==> config.mk <==
export PLATFORM = sky130hd
export DESIGN_NAME = apb_vgachargen_ctrl
export DESIGN_NICKNAME = d
export VERILOG_FILES = /design/src/rtl/vgachargen_pkg.sv /design/src/rtl/apb_vgachargen_decode.sv /design/src/rtl/apb_vgachargen_ctrl.sv
export SDC_FILE = /design/constraint.sdc
export NUM_CORES = 1
export LEC_CHECK = 0
export BUFFER_PORTS_ARGS = -buffer_cell sky130_fd_sc_hd__buf_2
export CAP_MARGIN = 40
export CORE_MARGIN = 2
export CORE_UTILIZATION = 45
export CTS_CLUSTER_SIZE = 12
export DETAILED_ROUTE_END_ITERATION = 6
export PLACE_DENSITY = 0.74
export SYNTH_ARGS = -nofsm -noshare
export SYNTH_HDL_FRONTEND = slang
export SYNTH_SLANG_ARGS = --single-unit
==> constraint.sdc <==
create_clock -name clk_i -period 2.6 [get_ports clk_i]
set_clock_uncertainty 0.15 [all_clocks]
set_input_delay 0.13 -clock clk_i [delete_from_list [all_inputs] [get_ports clk_i]]
set_output_delay 0.13 -clock clk_i [all_outputs]
set_load 0.005 [all_outputs]
==> src/rtl/vgachargen_pkg.sv <==
// Shared definitions for the APB front end of the VGA text-mode generator.
// Holds the default screen geometry, the APB window bases, the controller
// state encoding and the colour-cell layout.
package vgachargen_pkg;

  localparam int unsigned CELLS_DEF    = 2400;          // 80x30 text cells
  localparam logic [31:0] CH_BASE_DEF  = 32'h0000_0000; // character-map window
  localparam logic [31:0] COL_BASE_DEF = 32'h0000_1000; // colour-map window
  localparam int unsigned CELL_AW      = $clog2(CELLS_DEF);

  typedef enum logic [2:0] {
    IDLE,
    LANE,
    CAPT,
    RESP,
    ERR
  } state_e;

  // One colour-map cell: background in the upper nibble, foreground below.
  typedef struct packed {
    logic [3:0] bg;
    logic [3:0] fg;
  } col_byte_t;

endpackage

==> src/rtl/apb_vgachargen_decode.sv <==
// Combinational APB window decode for apb_vgachargen_ctrl.
// Ports:
//   addr     in   32       APB byte address
//   valid    out  1        address falls inside one of the two windows
//   sel_col  out  1        1 = colour-map window, 0 = character-map window
//   word     out  AW-2     word index inside the selected window
module apb_vgachargen_decode #(
  parameter int unsigned CELLS    = 2400,
  parameter logic [31:0] CH_BASE  = 32'h0000_0000,
  parameter logic [31:0] COL_BASE = 32'h0000_1000,
  parameter int unsigned AW       = 12
) (
  input  logic [31:0]   addr,
  output logic          valid,
  output logic          sel_col,
  output logic [AW-3:0] word
);

  logic [31:0] ch_off;
  logic [31:0] col_off;
  logic        in_ch;
  logic        in_col;

  always_comb begin
    ch_off  = addr - CH_BASE;
    col_off = addr - COL_BASE;
    // Lower bound guards against the subtraction wrapping below the base.
    in_ch   = (addr >= CH_BASE)  && (ch_off  < 32'(CELLS));
    in_col  = (addr >= COL_BASE) && (col_off < 32'(CELLS));
    valid   = in_ch || in_col;
    // Character map wins if the two windows were ever configured to overlap.
    sel_col = in_col && !in_ch;
    word    = sel_col ? col_off[AW-1:2] : ch_off[AW-1:2];
  end

endmodule

==> src/rtl/apb_vgachargen_ctrl.sv <==
// APB4 completer owning the character and colour maps of the VGA text
// generator. One 32-bit APB word covers four consecutive cells; each access
// is serialised into four 8-bit map accesses, one per byte lane.
// Optional feature macro: VGACHARGEN_APB_READ_EN (map read-back). Without it,
// reads to valid addresses complete immediately with zero data.
// Ports:
//   clk_i, rst_i                      clock, async active-high reset
//   psel_i, penable_i, pwrite_i       APB control
//   paddr_i, pwdata_i, pstrb_i        APB address / write data / strobes
//   prdata_o, pready_o, pslverr_o     APB response (registered)
//   ch_map_addr_o/data_o/wen_o        character-map write/read port
//   ch_map_data_i                     character-map read data (1-cycle)
//   col_map_addr_o/data_o/wen_o       colour-map write/read port
//   col_map_data_i                    colour-map read data (1-cycle)
module apb_vgachargen_ctrl
  import vgachargen_pkg::*;
#(
  parameter int unsigned CELLS    = CELLS_DEF,
  parameter logic [31:0] CH_BASE  = CH_BASE_DEF,
  parameter logic [31:0] COL_BASE = COL_BASE_DEF
) (
  input  logic                     clk_i,
  input  logic                     rst_i,
  input  logic                     psel_i,
  input  logic                     penable_i,
  input  logic                     pwrite_i,
  input  logic [31:0]              paddr_i,
  input  logic [31:0]              pwdata_i,
  input  logic [3:0]               pstrb_i,
  output logic [31:0]              prdata_o,
  output logic                     pready_o,
  output logic                     pslverr_o,
  output logic [$clog2(CELLS)-1:0] ch_map_addr_o,
  output logic [7:0]               ch_map_data_o,
  output logic                     ch_map_wen_o,
  input  logic [7:0]               ch_map_data_i,
  output logic [$clog2(CELLS)-1:0] col_map_addr_o,
  output logic [7:0]               col_map_data_o,
  output logic                     col_map_wen_o,
  input  logic [7:0]               col_map_data_i
);

  localparam int unsigned AW = $clog2(CELLS);

  logic          dec_valid;
  logic          dec_sel_col;
  logic [AW-3:0] dec_word;

  apb_vgachargen_decode #(
    .CELLS    (CELLS),
    .CH_BASE  (CH_BASE),
    .COL_BASE (COL_BASE),
    .AW       (AW)
  ) u_decode (
    .addr    (paddr_i),
    .valid   (dec_valid),
    .sel_col (dec_sel_col),
    .word    (dec_word)
  );

  state_e        state_q, state_d;
  logic [1:0]    lane_q, lane_d;
  logic          wr_q, wr_d;
  logic          col_q, col_d;
  logic [AW-3:0] word_q, word_d;
  logic [31:0]   wdata_q, wdata_d;
  logic [3:0]    strb_q, strb_d;

  logic [AW-1:0] ch_addr_q, ch_addr_d, col_addr_q, col_addr_d;
  logic [7:0]    ch_data_q, ch_data_d, col_data_q, col_data_d;
  logic          ch_wen_q, ch_wen_d, col_wen_q, col_wen_d;
  logic          pready_q, pready_d, pslverr_q, pslverr_d;
  logic [31:0]   prdata_q, prdata_d;

  // Lane driver: selects which latched (or freshly sampled) request a lane
  // access is built from.
  logic          drv_en, drv_wr, drv_col;
  logic [1:0]    drv_lane;
  logic [AW-3:0] drv_word;
  logic [31:0]   drv_wdata;
  logic [3:0]    drv_strb;

`ifdef VGACHARGEN_APB_READ_EN
  logic [15:0] rd_q, rd_d;   // lanes 0 and 1 of the read word
  logic [7:0]  rd_byte;
  assign rd_byte = col_q ? col_map_data_i : ch_map_data_i;
`else
  logic unused_rd;
  assign unused_rd = ^{ch_map_data_i, col_map_data_i};
`endif

  always_comb begin
    state_d    = state_q;
    lane_d     = lane_q;
    wr_d       = wr_q;
    col_d      = col_q;
    word_d     = word_q;
    wdata_d    = wdata_q;
    strb_d     = strb_q;
    ch_addr_d  = '0;
    ch_data_d  = '0;
    ch_wen_d   = 1'b0;
    col_addr_d = '0;
    col_data_d = '0;
    col_wen_d  = 1'b0;
    pready_d   = 1'b0;
    pslverr_d  = 1'b0;
    prdata_d   = '0;
    drv_en     = 1'b0;
    drv_lane   = '0;
    drv_wr     = wr_q;
    drv_col    = col_q;
    drv_word   = word_q;
    drv_wdata  = wdata_q;
    drv_strb   = strb_q;
`ifdef VGACHARGEN_APB_READ_EN
    rd_d       = rd_q;
`endif

    unique case (state_q)
      IDLE: begin
        if (psel_i && penable_i) begin
          wr_d    = pwrite_i;
          col_d   = dec_sel_col;
          word_d  = dec_word;
          wdata_d = pwdata_i;
          strb_d  = pstrb_i;
          lane_d  = '0;
          if (!dec_valid) begin
            state_d   = ERR;
            pready_d  = 1'b1;
            pslverr_d = 1'b1;
`ifndef VGACHARGEN_APB_READ_EN
          end else if (!pwrite_i) begin
            state_d  = RESP;
            pready_d = 1'b1;
`endif
          end else begin
            // Lane 0 is issued straight from the APB inputs so it is
            // visible on the map port in the very next cycle.
            state_d   = LANE;
            drv_en    = 1'b1;
            drv_wr    = pwrite_i;
            drv_col   = dec_sel_col;
            drv_word  = dec_word;
            drv_wdata = pwdata_i;
            drv_strb  = pstrb_i;
          end
        end
      end
      LANE: begin
`ifdef VGACHARGEN_APB_READ_EN
        // Data seen now belongs to the lane issued one cycle earlier.
        case (lane_q)
          2'd1:    rd_d[7:0]  = rd_byte;
          2'd2:    rd_d[15:8] = rd_byte;
          default: ;
        endcase
`endif
        if (lane_q == 2'd3) begin
          state_d  = wr_q ? RESP : CAPT;
          pready_d = 1'b1;
`ifdef VGACHARGEN_APB_READ_EN
          prdata_d = wr_q ? '0 : {8'h00, rd_byte, rd_q};
`endif
        end else begin
          lane_d   = lane_q + 2'd1;
          drv_en   = 1'b1;
          drv_lane = lane_q + 2'd1;
        end
      end
      CAPT, RESP, ERR: state_d = IDLE;
      default:         state_d = IDLE;
    endcase

    if (drv_en) begin
      if (drv_col) begin
        col_addr_d = {drv_word, drv_lane};
        col_data_d = drv_wr ? 8'(drv_wdata >> {drv_lane, 3'b000}) : '0;
        col_wen_d  = drv_wr && drv_strb[drv_lane];
      end else begin
        ch_addr_d  = {drv_word, drv_lane};
        ch_data_d  = drv_wr ? 8'(drv_wdata >> {drv_lane, 3'b000}) : '0;
        ch_wen_d   = drv_wr && drv_strb[drv_lane];
      end
    end
  end

  always_ff @(posedge clk_i or posedge rst_i) begin
    if (rst_i) begin
      state_q    <= IDLE;
      lane_q     <= '0;
      wr_q       <= 1'b0;
      col_q      <= 1'b0;
      word_q     <= '0;
      wdata_q    <= '0;
      strb_q     <= '0;
      ch_addr_q  <= '0;
      ch_data_q  <= '0;
      ch_wen_q   <= 1'b0;
      col_addr_q <= '0;
      col_data_q <= '0;
      col_wen_q  <= 1'b0;
      pready_q   <= 1'b0;
      pslverr_q  <= 1'b0;
      prdata_q   <= '0;
`ifdef VGACHARGEN_APB_READ_EN
      rd_q       <= '0;
`endif
    end else begin
      state_q    <= state_d;
      lane_q     <= lane_d;
      wr_q       <= wr_d;
      col_q      <= col_d;
      word_q     <= word_d;
      wdata_q    <= wdata_d;
      strb_q     <= strb_d;
      ch_addr_q  <= ch_addr_d;
      ch_data_q  <= ch_data_d;
      ch_wen_q   <= ch_wen_d;
      col_addr_q <= col_addr_d;
      col_data_q <= col_data_d;
      col_wen_q  <= col_wen_d;
      pready_q   <= pready_d;
      pslverr_q  <= pslverr_d;
      prdata_q   <= prdata_d;
`ifdef VGACHARGEN_APB_READ_EN
      rd_q       <= rd_d;
`endif
    end
  end

  assign ch_map_addr_o  = ch_addr_q;
  assign ch_map_data_o  = ch_data_q;
  assign ch_map_wen_o   = ch_wen_q;
  assign col_map_addr_o = col_addr_q;
  assign col_map_data_o = col_data_q;
  assign col_map_wen_o  = col_wen_q;
  assign pready_o       = pready_q;
  assign pslverr_o      = pslverr_q;

`ifdef VGACHARGEN_APB_READ_EN
  // Lane 3 is addressed in the last LANE cycle, so its byte only arrives in
  // the response cycle itself; it is merged into the registered lanes here so
  // the response needs no extra cycle.
  assign prdata_o = (state_q == CAPT) ? {rd_byte, prdata_q[23:0]} : prdata_q;
`else
  assign prdata_o = prdata_q;
`endif

endmodule

; Yosys cells after proc, flatten, opt, wreduce, memory -nomap -nowiden
; Index checks and enable logic that the tools add are counted.
[classes]
n_addsub = 2
magnitude_cmp = 5
eq_ne = 5
n_shift = 1
muxes = 60
reduce_logical = 12
[op_table]
columns = cell, count
row1 = $mux W32, 4
row2 = $lt A32 B12 Y1 const B, 2
row3 = $mux W10, 5
row4 = $mux W12, 4
row5 = $mux W8, 5
row6 = $ge A32 B1 Y1 const B, 1
row7 = $ge A32 B13 Y1 const B, 1
row8 = $shr A32 B5 Y8, 1
row9 = $sub A32 B13 Y32 const B, 1
row10 = $mux W1, 25
row11 = $mux W4, 4
row12 = $mux W2, 5
row13 = $mux W3, 3
row14 = $ne A2 B2 Y1 const B, 3
row15 = $pmux W3 S2, 1
row16 = $logic_and A1 B1 Y1, 5
row17 = $pmux W1 S2, 2
row18 = $pmux W2 S2, 1
row19 = $reduce_and A2 Y1, 2
row20 = $eq A3 B1 Y1 const B, 1
row21 = $logic_not A3 Y1, 1
row22 = $lt A2 B3 Y1 const B, 1
row23 = $reduce_and A3 Y1, 1
row24 = $add A2 B1 Y2 const B, 1
row25 = other kinds (5), 5
[word_totals]
register_bits = 97
inputBits = 89
output_inout_bits = 76
wordCells = 100

; Logic depth before layout (Yosys ltp)
; Gate-level depths: netlist of run 1.
[depth]
word_depth = 12
depth_mapped = 9
depth_no_buf = 7

; Modules after synthesis
; From an unflattened synthesis of run 1, not the netlist that was laid out.
[hier_totals]
cells_unflattened = 359
area_unflattened_um2 = 4473.0
[by_module_without_submodules]
columns = module, instances, cells_per_inst, area_each_um2, seq_area_each_um2
row1 = apb_vgachargen_ctrl, 1, 335, 4294.1, 2427.3
row2 = apb_vgachargen_decode, 1, 24, 178.9, 0.0

; Worst setup path after synthesis of run 1
; Ideal clock, no wire load.
[synth_timing]
path_type = register to register
startpoint = register state_q[2]
endpoint = register col_data_q[2] (netlist: col_map_data_o[2])
setup_time_ns = 0.137
arrival_time_ns = 2.060
required_ns = 2.313
setup_slack_ns = 0.253
path_stages_with_launch = 10
path_buffers = 2
synth_period_minus_slack_ns = 2.347
path_cell_list = dfrtp_1 or2_1 clkbuf_1 nor3b_4 nor2b_1 buf_2 mux2_2 o22ai_1 a21o_1 nor3_2
[synth_via]
elab_chain_len = 6
elab_cells_between_ends = 11
classes_between = 1 x eq/ne / 1 x shift / 8 x mux / 1 x reduce/logical
[synth_lines]
columns = element, line
row1 = from (decl), apb_vgachargen_ctrl.sv:61  ; state_e state_q, state_d;
row2 = from (signal assigned), apb_vgachargen_ctrl.sv:211  ; state_q <= state_d;
row3 = $eq A3 B1 Y1 / $logic_not A3 Y1 (equally long branches), apb_vgachargen_ctrl.sv:120  ; unique case (state_q)
row4 = $mux W2 / $mux W32 (equally long branches), apb_vgachargen_ctrl.sv:120
row5 = $shr A32 B5 Y8, apb_vgachargen_ctrl.sv:179  ; col_data_d = drv_wr ? 8'(drv_wdata >> {drv_lane, 3'b000}) : '0;
row6 = $mux W8, apb_vgachargen_ctrl.sv:179
row7 = $mux W8, apb_vgachargen_ctrl.sv:177  ; if (drv_col) begin
row8 = $mux W8 *, apb_vgachargen_ctrl.sv:176  ; if (drv_en) begin
row9 = net col_data_d[2], apb_vgachargen_ctrl.sv:70  ; logic [7:0] ch_data_q, ch_data_d, col_data_q, col_data_d;
row10 = to (signal assigned), apb_vgachargen_ctrl.sv:222  ; col_data_q <= col_data_d;
row11 = to (decl), apb_vgachargen_ctrl.sv:70
; Mark *: on every way through the listed nets, which the timed path passes. The rest lies on a longest branch.
; A chain may end at the register's enable or synchronous reset.

; Worst setup path after layout of run 1
[layout_timing]
startpoint = input port paddr_i[10]
endpoint = register ch_data_q[3] (netlist: ch_map_data_o[3])
[layout_via]
elab_chain_len = 11
elab_cells_between_ends = 27
classes_between = 1 x add/sub / 4 x order compare / 1 x shift / 16 x mux / 5 x reduce/logical
[layout_lines]
columns = element, line
row1 = from (decl), apb_vgachargen_ctrl.sv:27  ; input logic [31:0] paddr_i,
row2 = $sub A32 B13 Y32, apb_vgachargen_decode.sv:26  ; col_off = addr - COL_BASE;
row3 = $lt A32 B12 Y1, apb_vgachargen_decode.sv:29  ; in_col = (addr >= COL_BASE) && (col_off < 32'(CELLS));
row4 = $logic_and A1 B1 Y1, apb_vgachargen_decode.sv:29
row5 = $logic_or A1 B1 Y1, apb_vgachargen_decode.sv:30  ; valid = in_ch || in_col;
row6 = $mux W32, apb_vgachargen_ctrl.sv:129  ; if (!dec_valid) begin
row7 = $mux W32, apb_vgachargen_ctrl.sv:122  ; if (psel_i && penable_i) begin
row8 = $mux W32, apb_vgachargen_ctrl.sv:120
row9 = $shr A32 B5 Y8, apb_vgachargen_ctrl.sv:183  ; ch_data_d = drv_wr ? 8'(drv_wdata >> {drv_lane, 3'b000}) : '0;
row10 = $mux W8, apb_vgachargen_ctrl.sv:183
row11 = $mux W8, apb_vgachargen_ctrl.sv:177
row12 = $mux W8 *, apb_vgachargen_ctrl.sv:176
row13 = net ch_data_d[3], apb_vgachargen_ctrl.sv:70
row14 = to (signal assigned), apb_vgachargen_ctrl.sv:219  ; ch_data_q <= ch_data_d;
row15 = to (decl), apb_vgachargen_ctrl.sv:70
; Marked as above.

==> results of run 1 <==
## worst min path at each step
stage | start | endpoint | slack [ns]
3_3_place_gp | rst_i | col_map_addr_o[8]$_DFF_PP0_ | 0.10
2_1_floorplan | pstrb_i[0] | strb_q[0]$_DFFE_PP0P_ | 0.09
4_1_cts | psel_i | state_q[0]$_DFFE_PP0P_ | 0.007
5_1_grt | psel_i | state_q[0]$_DFFE_PP0P_ | 0.003
6_report | psel_i | state_q[0]$_DFFE_PP0P_ | 0.02
3_5_place_dp | rst_i | col_map_addr_o[9]$_DFF_PP0_ | 0.12
## sequential cells by signal, indices dropped and copies added (netlist names), 2 cells and up
signal,cells
state_q,3
strb_q,4
word_q,10
col_map_addr_o,12
lane_q,2
ch_map_addr_o,12
col_map_data_o,8
ch_map_data_o,8
wdata_q,32
## logic make-up (layout without fill, tap and decap cells)
family                     after synthesis  after routing  synth area share (%)
buffers and inverters                   58            196                  8.31
and+or+nand+nor                        244            244                  25.6
DFF                                     97             97                  52.7
other                                    1             32                0.0814
xor gates and xnor gates                 1              1                 0.190
AOI/OAI and AO/OA                       50             50                  8.69
muxes                                   18             18                  4.15
adders and majority gates                1              1                 0.271
## through the flow
step / setup slack (ns) / cells
6_report: 0.132 / 772
5_1_grt: 0.0502 / 772
4_1_cts: 0.0383 / 770
3_5_place_dp: 0.0944 / 705
3_3_place_gp: 0.132 / 705
2_1_floorplan: 0.253 / 501
## cell type report
class | instances | area (sq um) | area share, %
multi-input combinational | 346 | 1940 | 32.3
timing repair buffer | 176 | 1220 | 20.4
sequential | 97 | 2430 | 40.5
inverter | 4 | 18.8 | 0.313
clock buffer | 11 | 141 | 2.36
tap | 133 | 166 | 2.78
clock inverter | 5 | 78.8 | 1.32
## repair_timing
action / 4_1_cts / 5_1_grt
buffers inserted: 0 / 2
resized for setup: 0 / 5
setup endpoints to repair: 0 / 32
hold buffers: 49 / 0
hold endpoints to repair: 99 / 0
## report_power, final
group	total [W]	internal, W	switching, W	leakage [nW]
clock network	0.00108	0.000567	0.000513	0.113
logic	0.000423	0.000191	0.000232	1.72
registers	0.00169	0.00162	0.0000662	1.28
## placed cells by master, fill, tap and decap left out, drive strengths merged
cell type	synthesis	final
nor4b	1	1
a21oi	6	6
nor4	4	4
a22oi	1	1
mux2	9	9
a211oi	2	2
a211o	2	2
dfrtp	97	97
nand3	2	2
xnor2	1	1
nand4	2	2
o21a	9	9
nand2b	1	1
nor2	50	50
o21ai	7	7
or2	2	2
a21o	9	9
nor3b	1	1
conb	1	32
inv	4	3
nand2	153	153
nor3	23	23
or3	1	1
buf	40	127
o22ai	10	10
clkinvlp	0	1
or4	1	1
clkbuf	14	11
and4	1	1
bufinv	0	2
clkinv	0	3
ha	1	1
a2111oi	1	1
a31oi	1	1
mux2i	9	9
o211ai	1	1
a311oi	1	1
nand4b	1	1
dlygate4sd3	0	49
nor2b	1	1
## worst max-delay path, stage by stage
cell and delay [ns]:
dlygate4sd3_1 0.54, buf_2 0.14, o21ai_0 0.17, o211ai_1 0.20, or4_4 0.57, a21oi_4 0.22, buf_12 0.18, o21ai_4 0.08
buf_12 0.15, nor3_1 0.20
## metal layers
| layer | share of wire (%) | vias up |
|---|---|---|
| li1 | - | 1800 |
| met1 | 42 | 1765 |
| met2 | 50 | 130 |
| met3 | 5.0 | 25 |
| met4 | 3.0 | 0 |
| met5 | 0 | - |
==> results.sh, run 1 <==
export IMPL_period_share_pct=94.9
export IMPL_fill_cells=839
export IMPL_yosys_warnings=0
export IMPL_finalSetupViolations=0
export IMPL_hold_ws_ns=0.0175
export IMPL_core_area_sq_um=9860
export IMPL_async_reset_ff_share_pct=100
export IMPL_die_area_sq_um=11100
export IMPL_drcViolationCount=0
export IMPL_avgSynthCellArea_sq_um=9.80
export IMPL_power_w=0.00319
export IMPL_hold_path_class="in2reg"
export IMPL_synth_seq_cells=97
export IMPL_synth_top_area_share_pct=52.7
export IMPL_postPlaceCellArea_sq_um=5220
export IMPL_drive_gt1_share_pct=30.8
export IMPL_final_util_pct=60.7
export IMPL_insertion_delay_ns=0.36
export IMPL_area_growth_pct=30.0
export IMPL_rsz0062_at_grt="no"
export IMPL_gr_usage_met2_pct=33.3
export IMPL_rr_worst_depth=8
export IMPL_grt_use_met3_pct=3.62
export IMPL_top_usage_layer="met2"
export IMPL_grtUsageTotal_pct=19.9
export IMPL_firstDrtPassIters=4
export IMPL_num_rows=36
export IMPL_crit_path_end_kind="flip-flop"
export IMPL_antenna_cells=0
export IMPL_fmax_mhz=405
export IMPL_synth_top_area_cell="dfrtp_1"
export IMPL_htree_levels=3
export IMPL_p_per_area_nw_per_um2=532
export IMPL_synth_area_leaders="dfrtp_1 (53%), nand2_1 (12%), buf_4 (5.2%)"
export IMPL_dp_hpwl_um=7280
export IMPL_worstPathMaxFanout=11
export IMPL_synth_most_common_cell="nand2_1"
export IMPL_tns_ns=0
export IMPL_ctsRootBufferMaster="clkbuf_8"
export IMPL_clk_pin_slew_ns=0.09
export IMPL_die_h_um=105
export IMPL_portBuffers=114
export IMPL_outcome="finished, final reports clean"
export IMPL_crit_type="in2reg"
export IMPL_peakVddDrop_uv=253
export IMPL_maxCapViolations=0
export IMPL_wl_um=10700
export IMPL_required_ns=2.73
export IMPL_ant_nets=0
export IMPL_grt_pass1_vias=3727
export IMPL_regToRegEndpoint="col_map_data_o[1]$_DFF_PP0_"
export IMPL_gp_congestion=0.846
export IMPL_vias=3720
export IMPL_cts_made_buffers=9
export IMPL_use_met1_pct=25.0
export IMPL_setup_worst_path_end="ch_map_data_o[3]$_DFF_PP0_"
export IMPL_start_util_pct=46.7
export IMPL_grt_overflow=0
export IMPL_ys_seq_area_share_pct=52.7
export IMPL_ys_types=54
export IMPL_syn_inst=470
export IMPL_r2r_start="state_q[2]$_DFFE_PP0P_"
export IMPL_wire_per_inst_um=13.9
export IMPL_worstMarginPinSlew_ns=0.665
export IMPL_design_area_sq_um=5990
export IMPL_clock_sinks=97
export IMPL_max_slew_margin_pct=55.6
export IMPL_report_final_slew_viol_count=0
export IMPL_hold_depth=3
export IMPL_cts_tree="yes"
export IMPL_finalWorstPathRequiredPeriod_ns=2.47
export IMPL_dieWidth_um=105
export IMPL_synthFlopType="dfrtp_1"
export IMPL_fin_nets=724
export IMPL_antenna_found_initial=0
export IMPL_hold_viol_final=0
export IMPL_pin_count=165
export IMPL_grt_max_degree=68
export IMPL_arrival_ns=2.60
export IMPL_startpoint_type="input pin"
export IMPL_viasPerCell=4.82
export IMPL_clk_path_buf_depth=2
export IMPL_grt_pass1_wl_um=17500
export IMPL_r2r_slack_ns=0.27
export IMPL_startpoint="paddr_i[10]"
export IMPL_synth_common_cells="nand2_1 (153), dfrtp_1 (97), nor2_1 (40)"
export IMPL_syn_area_sq_um=4610
export IMPL_drtIter0Drc=202
export IMPL_synth_edf_count=0
export IMPL_leakagePower_nw=3.11
No activity file was read; power rests on OpenSTA's default activity.
==> inputs of run 2 (changes only) <==
PLACE_DENSITY = 0.75   (was 0.74)
SYNTH_HIERARCHICAL = 1   (was default)
==> results.sh, run 2 <==
export IMPL_outcome="finished, final reports clean"
export IMPL_antenna_cells=0
export IMPL_hold_viol_final=0
export IMPL_startpoint="paddr_i[5]"
export IMPL_fmax_mhz=397
export IMPL_tns_ns=0
export IMPL_ys_seq_area_share_pct=54.3
export IMPL_portBuffers=114
export IMPL_arrival_ns=2.62
export IMPL_setup_ws_ns=0.0836
export IMPL_hold_ws_ns=0.111
export IMPL_num_rows=36
export IMPL_p_per_area_nw_per_um2=519
export IMPL_dp_hpwl_um=6930
export IMPL_synth_compound_area_share_pct=8.81
export IMPL_dp_cells=588
export IMPL_ctsRootBufferMaster="clkbuf_8"
export IMPL_p_comb_share_pct=13.9
export IMPL_layout_cells_non_filler=656
export IMPL_top_layer="met4"
export IMPL_pin_count=165
export IMPL_gp_congestion=0.808
export IMPL_p_switching_w=0.000744
export IMPL_layout_common_cells="buf_2 (114), dfrtp_1 (97), dlygate4sd3_1 (50), mux2_2 (49), conb_1 (32)"
export IMPL_maxCapViolations=0
export IMPL_regToRegEndpoint="col_map_data_o[3]$_DFF_PP0_"
export IMPL_synthAdderAreaFrac_pct=0.280
export IMPL_grtUsageTotal_pct=19.0
export IMPL_max_slew_margin_pct=44.6
export IMPL_route_met2_wl_um=5130
export IMPL_leakagePower_nw=2.75
export IMPL_synth_top_family_by_area="multiplexers"
export IMPL_grt_pass1_wl_um=16200
export IMPL_htree_levels=3
export IMPL_postPlaceCellArea_sq_um=5010
export IMPL_ant_nets=0
export IMPL_core_area_sq_um=9730
export IMPL_crit_path_end_kind="flip-flop"
export IMPL_rr_worst_depth=5
export IMPL_synthFlopType="dfrtp_1"
export IMPL_drive_gt1_share_pct=40.2
export IMPL_clk_path_buf_depth=2
export IMPL_antenna_found_initial=0
export IMPL_hold_path_class="in2reg"
export IMPL_fin_nets=609
export IMPL_p_int_w=0.00221
export IMPL_syn_inst=359
export IMPL_drcViolationCount=0
export IMPL_place_ws_ns=0.0429
export IMPL_dieWidth_um=104
export IMPL_wire_per_inst_um=15.3
export IMPL_synth_top_area_cell="dfrtp_1"
export IMPL_vias=3316
export IMPL_drt_met1_wl_um=4100
export IMPL_grt_pass1_vias=3292
export IMPL_syn_area_sq_um=4470
export IMPL_crit_type="in2reg"
export IMPL_finalWorstPathRequiredPeriod_ns=2.52
export IMPL_yosys_warnings=6
export IMPL_firstDrtPassIters=4
export IMPL_r2r_slack_ns=0.32
export IMPL_largest_register="wdata_q"
export IMPL_die_area_sq_um=10800
export IMPL_grt_overflow=0
export IMPL_swShare_pct=25.1
export IMPL_peakVddDrop_uv=334
export IMPL_insertion_delay_ns=0.36
export IMPL_worstMarginPinSlew_ns=0.827
export IMPL_yosys_mux_area_fraction_pct=14.6
export IMPL_p_seq_share_pct=58.0
export IMPL_finalSetupViolations=0
export IMPL_area_growth_pct=27.4
export IMPL_clock_sinks=97
export IMPL_synth_area_leaders="dfrtp_1 (54%), mux2_2 (12%), buf_4 (7.2%)"
export IMPL_design_area_sq_um=5700
export IMPL_drtIter0Drc=172
export IMPL_report_final_slew_viol_count=0
export IMPL_period_share_pct=96.8
export IMPL_mostFrequentLayoutCell="buf_2"
export IMPL_ys_types=45
export IMPL_synth_common_cells="dfrtp_1 (97), mux2_2 (49), buf_4 (43)"
export IMPL_avgSynthCellArea_sq_um=12.5
export IMPL_setup_worst_path_end="col_map_data_o[3]$_DFF_PP0_"
export IMPL_die_h_um=104
export IMPL_start_util_pct=46.0
export IMPL_cts_made_buffers=9
export IMPL_cts_tree="yes"
export IMPL_required_ns=2.70
export IMPL_synth_xor_area_share_pct=0
export IMPL_hold_depth=5
export IMPL_startpoint_type="input pin"
export IMPL_synthSimpleGateAreaFrac_pct=12.3
export IMPL_clk_pin_slew_ns=0.09
export IMPL_wl_um=10000
export IMPL_largest_reg_flops=32
export IMPL_synth_top_area_share_pct=54.3
export IMPL_synth_edf_count=0
export IMPL_async_reset_ff_share_pct=100
export IMPL_worstPathMaxFanout=9
export IMPL_grt_max_degree=52
export IMPL_p_clk_share_pct=28.1
export IMPL_wl_met3_um=559
export IMPL_synth_seq_cells=97
export IMPL_synth_most_common_cell="dfrtp_1"
export IMPL_viasPerCell=5.05
export IMPL_r2r_start="lane_q[0]$_DFFE_PP0P_"
==> run 2: cell count changes after synthesis, sizes merged, moves of 13 or more <==
cell / delta
nand2: -144
mux2: +40
nand3: +20
nor3: -20
nor2: -17
buf: +14
a311oi: +13
==> run 2: area by class of cell <==
cell class	count	area, sq um
clock buffers	9	124
repair buffers	177	1190
multi-input cells	232	1740
fillers	794	4030
inverters	2	11.3
clock inverters	6	33.8
well taps	133	166
flip-flops and latches	97	2430
==> run 2: timing repair <==
action                     4_1_cts  5_1_grt
gates resized for setup          0        1
buffers inserted                 0        2
hold buffers                    50        0
setup endpoints to repair        0        9
hold endpoints to repair        99        0
==> run 2: worst min path at each step <==
stage | start | end | slack, ns
after floorplan | pwrite_i | state_q[1]$_DFFE_PP0P_ | 0.09
after global routing | psel_i | pready_o$_DFF_PP0_ | 0.14
after CTS | psel_i | pready_o$_DFF_PP0_ | 0.11
final | psel_i | pready_o$_DFF_PP0_ | 0.11
after detailed placement | rst_i | ch_map_data_o[5]$_DFF_PP0_ | 0.11
after global placement | rst_i | ch_map_data_o[5]$_DFF_PP0_ | 0.1
==> run 2: cells by family (layout without fill, tap and decap cells) <==
logic type / count (synthesis) / count (layout)
AOI/OAI and AO/OA: 50 / 50
buffers and inverters: 61 / 194
other: 1 / 32
DFF: 97 / 97
muxes: 59 / 59
adders and majority gates: 1 / 1
and+or+nand+nor: 90 / 90
==> run 2: metal layers <==
metal,vias up,GRT usage (%)
li1,1541,-
met1,1633,23.3
met2,124,32.2
met3,18,4.15
met4,0,8.49
met5,-,0
==> run 2: stage by stage <==
stage,power (W),utilization [%]
after floorplan,0.00201,-
after global placement,0.00207,51.5
after detailed placement,0.00209,51.5
after CTS,0.00297,58.3
after global routing,0.00310,58.6
final,0.00296,58.6
==> run 2: worst max-delay path: stages <==
cell and delay [ns]:
dlygate4sd3_1 0.53, buf_2 0.13, nand3_1 0.08, a21boi_1 0.12, nor4b_2 0.38, nand4bb_1 0.31
nor2_2 0.21, buf_4 0.20, a32oi_2 0.18, a311oi_1 0.34
==> run 2: power groups by stage <==
stage | clock [W] | sequential [W] | combinational [W]
global placement | 0 | 0.00174 | 0.000335
detailed placement | 0 | 0.00174 | 0.000351
floorplan | 0 | 0.00172 | 0.000291
global route | 0.000918 | 0.00173 | 0.000454
CTS | 0.000847 | 0.00171 | 0.000410
finish | 0.000831 | 0.00172 | 0.000411
==> inputs of run 3 (changes only) <==
BUFFER_PORTS_ARGS = default   (was -buffer_cell sky130_fd_sc_hd__buf_2)
CORE_UTILIZATION = 55   (was 45)
DONT_BUFFER_PORTS = 1   (was default)
PLACE_DENSITY = 0.76   (was 0.75)
==> results.sh, run 3 (synthesis results as in run 2) <==
export IMPL_cts_resized=0
export IMPL_setup_worst_path_end="col_map_data_o[2]$_DFF_PP0_"
export IMPL_regToRegEndpoint="col_map_data_o[2]$_DFF_PP0_"
export IMPL_firstDrtPassIters=4
export IMPL_grt_overflow=0
export IMPL_startpoint_type="flip-flop"
export IMPL_wire_per_inst_um=19.0
export IMPL_insertion_delay_ns=0.35
export IMPL_hold_ws_ns=0.0288
export IMPL_outcome="finished, final reports clean"
export IMPL_power_w=0.00314
export IMPL_wl_met3_um=664
export IMPL_die_area_sq_um=8870
export IMPL_top_layer="met4"
export IMPL_startpoint="lane_q[0]$_DFFE_PP0P_"
export IMPL_worstPathMaxFanout=11
export IMPL_vias=2974
export IMPL_rr_worst_depth=5
export IMPL_rsz0062_at_grt="no"
export IMPL_die_h_um=94.2
export IMPL_grtUsageTotal_pct=23.1
export IMPL_r2r_start="lane_q[0]$_DFFE_PP0P_"
export IMPL_antenna_cells=0
export IMPL_grt_max_degree=51
export IMPL_viasPerCell=5.82
export IMPL_wl_um=9700
export IMPL_fmax_mhz=445
export IMPL_hold_path_class="in2reg"
export IMPL_maxCapViolations=0
export IMPL_ant_nets=0
export IMPL_hold_viol_final=0
export IMPL_largest_register="wdata_q"
export IMPL_tns_ns=0
export IMPL_cts_made_buffers=9
export IMPL_core_area_sq_um=7810
export IMPL_largest_reg_flops=32
export IMPL_p_per_area_nw_per_um2=610
export IMPL_drtIter0Drc=150
export IMPL_pin_count=165
export IMPL_area_growth_pct=15.0
export IMPL_drt_met1_wl_um=3750
export IMPL_crit_type="reg2reg"
export IMPL_clock_sinks=97
export IMPL_gp_congestion=0.781
export IMPL_mostFrequentLayoutCell="dfrtp_1"
export IMPL_peakVddDrop_uv=417
export IMPL_portBuffers=0
export IMPL_fin_nets=495
export IMPL_start_util_pct=57.3
export IMPL_layout_cells_non_filler=511
export IMPL_num_rows=32
export IMPL_antenna_found_initial=0
export IMPL_leakagePower_nw=2.25
export IMPL_drive_gt1_share_pct=22.7
export IMPL_dp_cells=444
export IMPL_grt_pass1_vias=3150
export IMPL_worstMarginPinSlew_ns=0.797
export IMPL_arrival_ns=2.34
export IMPL_r2r_slack_ns=0.35
export IMPL_dieWidth_um=94.2
export IMPL_grt_pass1_wl_um=15700
export IMPL_finalSetupViolations=0
export IMPL_dp_hpwl_um=6600
export IMPL_hold_start="pwdata_i[2]"
export IMPL_cts_tree="yes"
export IMPL_drcViolationCount=0
export IMPL_clk_path_buf_depth=2
export IMPL_postCtsSetupBuffers=0
export IMPL_layout_common_cells="dfrtp_1 (97), dlygate4sd3_1 (51), mux2_2 (49), conb_1 (32), nor2_1 (30)"
export IMPL_ctsRootBufferMaster="clkbuf_8"
export IMPL_max_slew_margin_pct=46.7
export IMPL_route_met2_wl_um=5070
export IMPL_finalWorstPathRequiredPeriod_ns=2.25
export IMPL_period_share_pct=86.5
export IMPL_required_ns=2.69
export IMPL_crit_path_end_kind="flip-flop"
export IMPL_place_ws_ns=0.174
export IMPL_setup_ws_ns=0.352
export IMPL_htree_levels=3
export IMPL_clk_pin_slew_ns=0.09
export IMPL_report_final_slew_viol_count=0
[run 3: how the worst min path moves through the flow]
stage                     slack [ns]                          end  cells past startpoint
after floorplan                 0.09       state_q[1]$_DFFE_PP0P_                      1
after global placement          0.02   ch_map_data_o[2]$_DFF_PP0_                      1
after detailed placement        0.03  col_map_data_o[6]$_DFF_PP0_                      1
after CTS                       0.01   ch_map_data_o[6]$_DFF_PP0_                      2
after global routing            0.04   ch_map_data_o[7]$_DFF_PP0_                      2
final                           0.03   ch_map_data_o[2]$_DFF_PP0_                      2
[run 3: where the power goes]
part	internal [W]	switching [W]
clock network	0.000567	0.000499
registers	0.00164	0.0000783
logic	0.000200	0.000156
[run 3: worst max-delay path, cell delays in order, from the launching register on]
cell and delay [ns]:
dfrtp_1 0.39, ha_1 0.28, or4b_4 0.64, nor2_8 0.23, a22oi_1 0.13, a311oi_1 0.32
[run 3: timing repair]
item / CTS / global route
hold buffers: 50 / 1
hold endpoints to repair: 116 / 1
endpoints found under the setup margin: 0 / 0
[run 3: per-layer routing]
layer  vias to the layer above  track usage [%]
li1                       1318                -
met1                      1499             28.1
met2                       135             40.1
met3                        22             5.70
met4                         0             7.61
met5                         -                0
[run 3: final cells by class]
| class | count | area (sq um) |
|---|---|---|
| clock buffers | 11 | 141 |
| repair buffers | 63 | 626 |
| well taps | 102 | 128 |
| inverters | 2 | 11.3 |
| flip-flops and latches | 97 | 2430 |
| multi-input cells | 232 | 1740 |
| fillers | 598 | 2660 |
| clock inverters | 4 | 76.3 |
[run 3: through the flow]
stage	utilization [%]	area, sq um
4_1_cts	65.7	5130
3_5_place_dp	56.5	4410
6_report	65.9	5150
5_1_grt	65.9	5150
3_3_place_gp	56.5	4410
2_1_floorplan	-	4590
